$ cat src/rtl/branch_pkg.sv
// ============================================================================
// Module : branch_pkg
// Brief  : Shared constants, encodings and decode helper for the branch
//          sequencer: opcodes, state/class enums, Psel codes, field offsets.
// Rev    : 1.0  initial release
// ============================================================================
`default_nettype none

package branch_pkg;

    localparam int CW_WIDTH = 31;

    // Control word field offsets, LSB first
    localparam int OFS_SL     = 0;
    localparam int OFS_PCSEL  = 1;
    localparam int OFS_BSEL   = 2;
    localparam int OFS_EN_PC  = 3;
    localparam int OFS_EN_B   = 4;
    localparam int OFS_EN_ALU = 5;
    localparam int OFS_EN_MEM = 6;
    localparam int OFS_RAMW   = 7;
    localparam int OFS_REGW   = 8;
    localparam int OFS_FSEL   = 9;
    localparam int OFS_SB     = 14;
    localparam int OFS_SA     = 19;
    localparam int OFS_DA     = 24;
    localparam int OFS_PSEL   = 29;

    localparam logic [1:0] PSEL_HOLD = 2'b00;
    localparam logic [1:0] PSEL_INC4 = 2'b01;
    localparam logic [1:0] PSEL_ABUS = 2'b10;
    localparam logic [1:0] PSEL_REL  = 2'b11;

    localparam logic [4:0] FSEL_OR = 5'b00100;

    localparam logic [5:0]  OPC_B     = 6'b000101;
    localparam logic [5:0]  OPC_BL    = 6'b100101;
    localparam logic [7:0]  OPC_BCOND = 8'b01010100;
    localparam logic [7:0]  OPC_CBZ   = 8'b10110100;
    localparam logic [7:0]  OPC_CBNZ  = 8'b10110101;
    localparam logic [21:0] OPC_BR    = 22'b1101011000011111000000;

    typedef enum logic [2:0] {
        ST_IDLE = 3'd0,
        ST_LINK = 3'd1,
        ST_TEST = 3'd2,
        ST_EXEC = 3'd3,
        ST_ILL  = 3'd4
    } state_t;

    typedef enum logic [2:0] {
        CLS_B     = 3'd0,
        CLS_BL    = 3'd1,
        CLS_BCOND = 3'd2,
        CLS_CB    = 3'd3,
        CLS_BR    = 3'd4,
        CLS_ILL   = 3'd5
    } class_t;

    // NOP: PC hold, all register selects parked on the zero register
    function automatic logic [CW_WIDTH-1:0] make_nop(input logic [4:0] zero_reg);
        logic [CW_WIDTH-1:0] cw;
        cw = '0;
        cw[OFS_DA +: 5] = zero_reg;
        cw[OFS_SA +: 5] = zero_reg;
        cw[OFS_SB +: 5] = zero_reg;
        return cw;
    endfunction

    localparam logic [CW_WIDTH-1:0] CW_NOP = make_nop(5'd31);

    function automatic class_t decode_class(input logic [31:0] ins);
        class_t c;
        c = CLS_ILL;
        if (ins[31:26] == OPC_B) begin
            c = CLS_B;
        end else if (ins[31:26] == OPC_BL) begin
            c = CLS_BL;
        end else if (ins[31:24] == OPC_BCOND) begin
            c = CLS_BCOND;
        end else if ((ins[31:24] == OPC_CBZ) || (ins[31:24] == OPC_CBNZ)) begin
            c = CLS_CB;
        end else if ((ins[31:10] == OPC_BR) && (ins[4:0] == 5'd0)) begin
            c = CLS_BR;
        end
        return c;
    endfunction

endpackage

`default_nettype wire

$ cat src/rtl/branch_cond_eval.sv
// ============================================================================
// Module : branch_cond_eval
// Brief  : Combinational ARMv8 condition-code evaluator, status = {V,C,Z,N}.
// Rev    : 1.0  initial release
// ============================================================================
`default_nettype none

module branch_cond_eval (
    input  logic [3:0] i_cond,
    input  logic [3:0] i_status,
    output logic       o_cond_true
);

    logic w_v;
    logic w_c;
    logic w_z;
    logic w_n;
    logic w_base;

    assign w_v = i_status[3];
    assign w_c = i_status[2];
    assign w_z = i_status[1];
    assign w_n = i_status[0];

    always_comb begin
        w_base = 1'b1;
        case (i_cond[3:1])
            3'b000:  w_base = w_z;
            3'b001:  w_base = w_c;
            3'b010:  w_base = w_n;
            3'b011:  w_base = w_v;
            3'b100:  w_base = w_c & ~w_z;
            3'b101:  w_base = (w_n == w_v);
            3'b110:  w_base = ~w_z & (w_n == w_v);
            default: w_base = 1'b1;
        endcase
    end

    // NV (1111) is architecturally "always", so it escapes the inversion
    assign o_cond_true = (i_cond[0] && (i_cond != 4'b1111)) ? ~w_base : w_base;

endmodule

`default_nettype wire

$ cat src/rtl/branch_sequencer.sv
// ============================================================================
// Module : branch_sequencer
// Brief  : Multi-cycle control unit for B, BL, B.cond, CBZ, CBNZ and BR.
// Rev    : 1.0  initial release
// ============================================================================
`default_nettype none

module branch_sequencer
    import branch_pkg::*;
#(
    parameter int unsigned DATA_WIDTH   = 64,
    parameter logic [4:0]  LINK_REG     = 5'd30,
    parameter logic [4:0]  ZERO_REG     = 5'd31,
    parameter bit          ENABLE_BCOND = 1'b1
) (
    input  logic                  clock,
    input  logic                  reset,
    input  logic                  start,
    input  logic [31:0]           instruction,
    input  logic [3:0]            status,
    output logic [CW_WIDTH-1:0]   control_word,
    output logic [DATA_WIDTH-1:0] K,
    output logic                  busy,
    output logic                  done,
    output logic                  taken,
    output logic                  illegal
);

    state_t r_state;
    state_t w_next;

    logic [31:0] r_instr;
    logic [3:0]  r_status;

    class_t w_cls_in;
    class_t w_cls;
    logic   w_cond_true;

    logic [CW_WIDTH-1:0]   w_cw;
    logic [DATA_WIDTH-1:0] w_k;
    logic                  w_done;
    logic                  w_taken;
    logic                  w_illegal;

    always_comb begin
        w_cls_in = decode_class(instruction);
        if (!ENABLE_BCOND && (w_cls_in == CLS_BCOND)) begin
            w_cls_in = CLS_ILL;
        end
        w_cls = decode_class(r_instr);
        if (!ENABLE_BCOND && (w_cls == CLS_BCOND)) begin
            w_cls = CLS_ILL;
        end
    end

    generate
        if (ENABLE_BCOND) begin : g_bcond
            branch_cond_eval u_cond_eval (
                .i_cond      (r_instr[3:0]),
                .i_status    (r_status),
                .o_cond_true (w_cond_true)
            );
        end else begin : g_no_bcond
            assign w_cond_true = 1'b0;
        end
    endgenerate

    // State, instruction latch and the status snapshot used by B.cond
    always_ff @(posedge clock) begin
        if (!reset) begin
            r_state  <= ST_IDLE;
            r_instr  <= '0;
            r_status <= '0;
        end else begin
            r_state <= w_next;
            if ((r_state == ST_IDLE) && start) begin
                r_instr  <= instruction;
                r_status <= status;
            end
        end
    end

    always_comb begin
        w_next = r_state;
        case (r_state)
            ST_IDLE: begin
                if (start) begin
                    case (w_cls_in)
                        CLS_BL:  w_next = ST_LINK;
                        CLS_CB:  w_next = ST_TEST;
                        CLS_ILL: w_next = ST_ILL;
                        default: w_next = ST_EXEC;
                    endcase
                end
            end
            ST_LINK: w_next = ST_EXEC;
            ST_TEST: w_next = ST_EXEC;
            ST_EXEC: w_next = ST_IDLE;
            ST_ILL:  w_next = ST_IDLE;
            default: w_next = ST_IDLE;
        endcase
    end

    always_comb begin
        w_cw      = make_nop(ZERO_REG);
        w_done    = 1'b0;
        w_taken   = 1'b0;
        w_illegal = 1'b0;
        case (r_state)
            ST_LINK: begin
                w_cw[OFS_DA +: 5] = LINK_REG;
                w_cw[OFS_EN_PC]   = 1'b1;
                w_cw[OFS_REGW]    = 1'b1;
            end
            ST_TEST: begin
                // OR Rt with zero purely to refresh Z in the status register
                w_cw[OFS_SA +: 5]   = ZERO_REG;
                w_cw[OFS_SB +: 5]   = r_instr[4:0];
                w_cw[OFS_FSEL +: 5] = FSEL_OR;
                w_cw[OFS_SL]        = 1'b1;
            end
            ST_EXEC: begin
                w_cw[OFS_PCSEL] = 1'b1;
                w_done          = 1'b1;
                case (w_cls)
                    CLS_B, CLS_BL: w_cw[OFS_PSEL +: 2] = PSEL_REL;
                    CLS_BR: begin
                        w_cw[OFS_SA +: 5]   = r_instr[9:5];
                        w_cw[OFS_PSEL +: 2] = PSEL_ABUS;
                    end
                    CLS_BCOND: w_cw[OFS_PSEL +: 2] = w_cond_true ? PSEL_REL : PSEL_INC4;
                    // Live Z: TEST has just reloaded status from Rt
                    CLS_CB:    w_cw[OFS_PSEL +: 2] = {status[1] ^ r_instr[24], 1'b1};
                    default:   w_cw[OFS_PSEL +: 2] = PSEL_INC4;
                endcase
                w_taken = w_cw[OFS_PSEL + 1];
            end
            ST_ILL: begin
                w_cw[OFS_PSEL +: 2] = PSEL_INC4;
                w_illegal           = 1'b1;
            end
            default: ;
        endcase
    end

    always_comb begin
        w_k = '0;
        case (w_cls)
            CLS_B, CLS_BL:     w_k = {{(DATA_WIDTH-26){r_instr[25]}}, r_instr[25:0]};
            CLS_BCOND, CLS_CB: w_k = {{(DATA_WIDTH-19){r_instr[23]}}, r_instr[23:5]};
            default:           w_k = '0;
        endcase
    end

    assign control_word = w_cw;
    assign K            = w_k;
    assign busy         = (r_state != ST_IDLE);
    assign done         = w_done;
    assign taken        = w_taken;
    assign illegal      = w_illegal;

endmodule

`default_nettype wire

$ cat config.mk
export PLATFORM = sky130hd
export DESIGN_NAME = branch_sequencer
export DESIGN_NICKNAME = d
export VERILOG_FILES = /design/src/rtl/branch_pkg.sv /design/src/rtl/branch_cond_eval.sv /design/src/rtl/branch_sequencer.sv
export SDC_FILE = /design/constraint.sdc
export NUM_CORES = 1
export LEC_CHECK = 0
export CAP_MARGIN = 20
export CELL_PAD_IN_SITES_DETAIL_PLACEMENT = 1
export CELL_PAD_IN_SITES_GLOBAL_PLACEMENT = 1
export CORE_MARGIN = 2
export CORE_UTILIZATION = 30
export CTS_CLUSTER_DIAMETER = 200
export DETAILED_ROUTE_END_ITERATION = 12
export PLACE_DENSITY = 0.84
export RECOVER_POWER = 25
export SLEW_MARGIN = 20
export SYNTH_ARGS = -nofsm -noshare
export SYNTH_HDL_FRONTEND = slang
export SYNTH_SLANG_ARGS = --single-unit
$ cat constraint.sdc
create_clock -name clock -period 5.24 [get_ports clock]
set_input_delay 0.524 -clock clock [delete_from_list [all_inputs] [get_ports clock]]
set_output_delay 0.524 -clock clock [all_outputs]
set_load 0.005 [all_outputs]
==> run_results.csv <==
group,metric,value,unit
outcome,status,"finished, violations left",
outcome,violations,"max-capacitance violations, max-slew violations",
timing,post-route-period-util,71.9,%
routing,ant_nets,0,
clock_tree,cts_root_buf,"clkbuf_8",
routing,drtIter0Drc,100,
global_route,overflow,0,
timing,max_freq,266,MHz
timing,post-route-min-period,3.77,ns
global_route,first_global_vias,2688,
timing,clock-skew-final,0.00258,ns
timing,finalSetupViolCount,0,
final_layout,drive_above_1_share,4.00,%
routing,wire_per_inst,16.2,um
global_route,grt_pass1_wl,13700,um
placement,placed_cells,527,
hold_path,min_path_type,"flop to flop",
routing,drtPass1Iterations,4,
floorplan,initial_utilization,31.0,%
timing,grt_setup_unrepaired,"no",
clock_tree,cts_buffers,5,
setup_path,crit_fanout,39,
final_layout,antennaDiodeCount,0,
job,maxCapViolCount,1,
clock_tree,clk_pin_slew,0.07,ns
setup_path,cp_slowest_cell,"nand2_1",
routing,via_per_inst,5.05,
setup_path,cp.arrival,3.24,ns
clock_tree,holdBufCountCts,0,
global_route,grt_use_total,17.4,%
logic_synthesis,ys_warn_count,0,
routing,drc,0,
timing,drv_slew,38,
routing,dr_total_vias,2690,
setup_path,crit_path_frequent_cell,"nand2_1",
clock_tree,clk_path_buf_depth,2,
floorplan,die_height,99.2,um
floorplan,ios,138,
timing,whs,0.461,ns
routing,wl,8610,um
setup_path,worstPathCellList,"nor4b_1 -> a31oi_1 -> nor3_2 -> buf_4 -> nand2_1 -> nand2_1 -> clkdlybuf4s50_1",
final_layout,area_growth,37.2,%
clock_tree,htree_levels,2,
logic_synthesis,synth.distinct_cells,47,
final_layout,fillers,1089,
timing,final.setup.tns,0,ns
floorplan,die-area,9840,sq um
setup_path,crit_path_max_incr_delay,0.78,ns
global_route,antenna_found_initial,0,
global_route,grt_max_degree,40,
pwr,p_leak,1.34,nW
clock_tree,cts_tree,"yes",
floorplan,rows,34,
final_layout,layout.cells.non_filler,533,
logic_synthesis,synth_cells,355,
setup_path,cp.required,4.72,ns
logic_synthesis,syn_area,2720,sq um
setup_path,worstSetupPathType,"flop to primary output",
clock_tree,clock-sinks,39,
floorplan,core_area,8760,sq um
placement,io_buffers,124,
placement,dp_hpwl,6510,um
placement,place_congestion,0.822,
pwr,p_per_area,174,nW/um^2
final_layout,nets,465,
clock_tree,clock_latency,0.29,ns
setup_path,critPathLaunchType,"flop",
logic_synthesis,seq_area_frac_synth,28.7,%
setup_path,critPathCaptureType,"primary output",
clock_tree,cts.repair.resized,0,
floorplan,die_w,99.2,um
pwr,irDropWorstVdd,0.0000947,V
logic_synthesis,syn_area_per_cell,7.66,sq um
timing,tightest_slew,1.61,ns
timing,maxSlewHeadroom,-7.42,%
logic_synthesis,ys_ff_latch,39,
timing,finalHoldViolations,0,
clock_tree,postCtsSetupBuffers,0,
==> power breakdown <==
group          internal [W]  switching (W)
registers          0.000315      0.0000278
logic             0.0000634      0.0000554
clock network     0.0000888      0.0000990
==> path summary, 6_finish.rpt <==
| path | cells past startpoint | endpoint | slack, ns | startpoint |
|---|---|---|---|---|
| setup / recovery | 7 | K[42] | 1.47 | r_instr[31] |
| hold / removal | 2 | r_instr[27] | 0.46 | r_instr[27] |
| setup reg to reg | 5 | r_instr[15] | 2.70 | r_state[2] |
| hold reg to reg | 2 | r_instr[27] | 0.46 | r_instr[27] |
==> layer usage <==
layer,vias up,global-route usage [%],part of all wire [%]
li1,1286,-,-
met1,1279,21.5,42
met2,115,30.2,49
met3,10,3.72,7.4
met4,0,5.48,1.3
met5,-,0,0
==> final cells by class <==
| cell class | count | area (sq um) | area share, % |
|---|---|---|---|
| Clock buffer | 6 | 72.6 | 1.95 |
| Inverter | 5 | 18.8 | 0.503 |
| Multi-Input combinational cell | 246 | 1450 | 38.8 |
| Sequential cell | 39 | 781 | 20.9 |
| Tap cell | 108 | 135 | 3.62 |
| Timing Repair Buffer | 129 | 1270 | 34.2 |
==> critical path: cells and delay by family (launching register included) <==
family	cells	cell delay, ns
buffers and inverters	2	0.93
AND/OR/NAND/NOR	4	1.52
AO/OA/AOI/OAI	1	0.11
flip-flops	1	0.38
==> cell usage after synthesis, drive strengths merged <==
| master | instances | area [sq um] |
|---|---|---|
| and4 | 2 | 17.5 |
| or3b | 1 | 8.76 |
| or4b | 2 | 20.0 |
| mux2i | 2 | 20.0 |
| o21ai | 5 | 25.0 |
| nor4b | 4 | 35.0 |
| nand3b | 3 | 22.5 |
| nand4b | 1 | 8.76 |
| a311oi | 2 | 17.5 |
| nand4 | 3 | 25.0 |
| buf | 63 | 474 |
| or4 | 1 | 7.51 |
| nand2b | 12 | 75.1 |
| xnor2 | 4 | 35.0 |
| inv | 5 | 18.8 |
| nand2 | 91 | 342 |
| and2 | 3 | 18.8 |
| or3 | 1 | 6.26 |
| clkbuf | 13 | 48.8 |
| a21boi | 36 | 270 |
| or2 | 1 | 6.26 |
| a21oi | 3 | 15.0 |
| a22o | 19 | 166 |
| a221oi | 1 | 8.76 |
| nand3 | 1 | 5.00 |
| a21o | 1 | 8.76 |
| o21a | 2 | 15.0 |
| nor4 | 4 | 31.3 |
| o211ai | 2 | 15.0 |
| nor3 | 8 | 51.3 |
| nor2 | 7 | 26.3 |
| o32ai | 1 | 8.76 |
| and4b | 1 | 10.0 |
| o311ai | 1 | 8.76 |
| conb | 2 | 7.51 |
| a211oi | 1 | 7.51 |
| nor4bb | 1 | 10.0 |
| nor2b | 2 | 12.5 |
| nor3b | 2 | 15.0 |
| a31oi | 2 | 12.5 |
| dfxtp | 39 | 781 |
==> state kept, by name, summed over array words and instances, names as in the netlist <==
register	count
r_status	4
r_instr	32
r_state	3
==> cell families (layout without fill, tap and decap cells) <==
kind of cell	count (synthesis)	after routing	synth area share (%)
AO/OA/AOI/OAI	76	76	21.3
buffers and inverters	81	140	19.9
XOR/XNOR	4	4	1.29
flip-flops	39	39	28.7
AND/OR/NAND/NOR	151	151	27.7
multiplexers	2	2	0.736
other	2	13	0.276
==> placed cells by master, fill, tap and decap left out, drive strengths merged, types with 2 or more instances in the layout <==
cell type      synthesis  layout
clkdlybuf4s50          0     124
nand2                 91      91
dfxtp                 39      39
a21boi                36      36
a22o                  19      19
conb                   2      13
nand2b                12      12
nor3                   8       8
nor2                   7       7
clkbuf                13       7
inv                    5       5
o21ai                  5       5
nor4b                  4       4
xnor2                  4       4
buf                   63       4
nor4                   4       4
nand3b                 3       3
a21oi                  3       3
nand4                  3       3
and2                   3       3
nor3b                  2       2
or4b                   2       2
a31oi                  2       2
o21a                   2       2
mux2i                  2       2
nor2b                  2       2
o211ai                 2       2
a311oi                 2       2
and4                   2       2
==> stage by stage <==
| step | setup slack, ns | utilization, % | area [sq um] | power (W) |
|---|---|---|---|---|
| after floorplan | 2.41 | - | 2760 | 0.000415 |
| after global placement | 2.01 | 41.8 | 3660 | 0.000463 |
| after detailed placement | 1.75 | 41.8 | 3660 | 0.000469 |
| after CTS | 1.44 | 42.6 | 3730 | 0.000655 |
| after global routing | 1.24 | 42.6 | 3730 | 0.000682 |
| final | 1.47 | 42.6 | 3730 | 0.000649 |
Note: power is estimated with default switching activity, not from simulation.
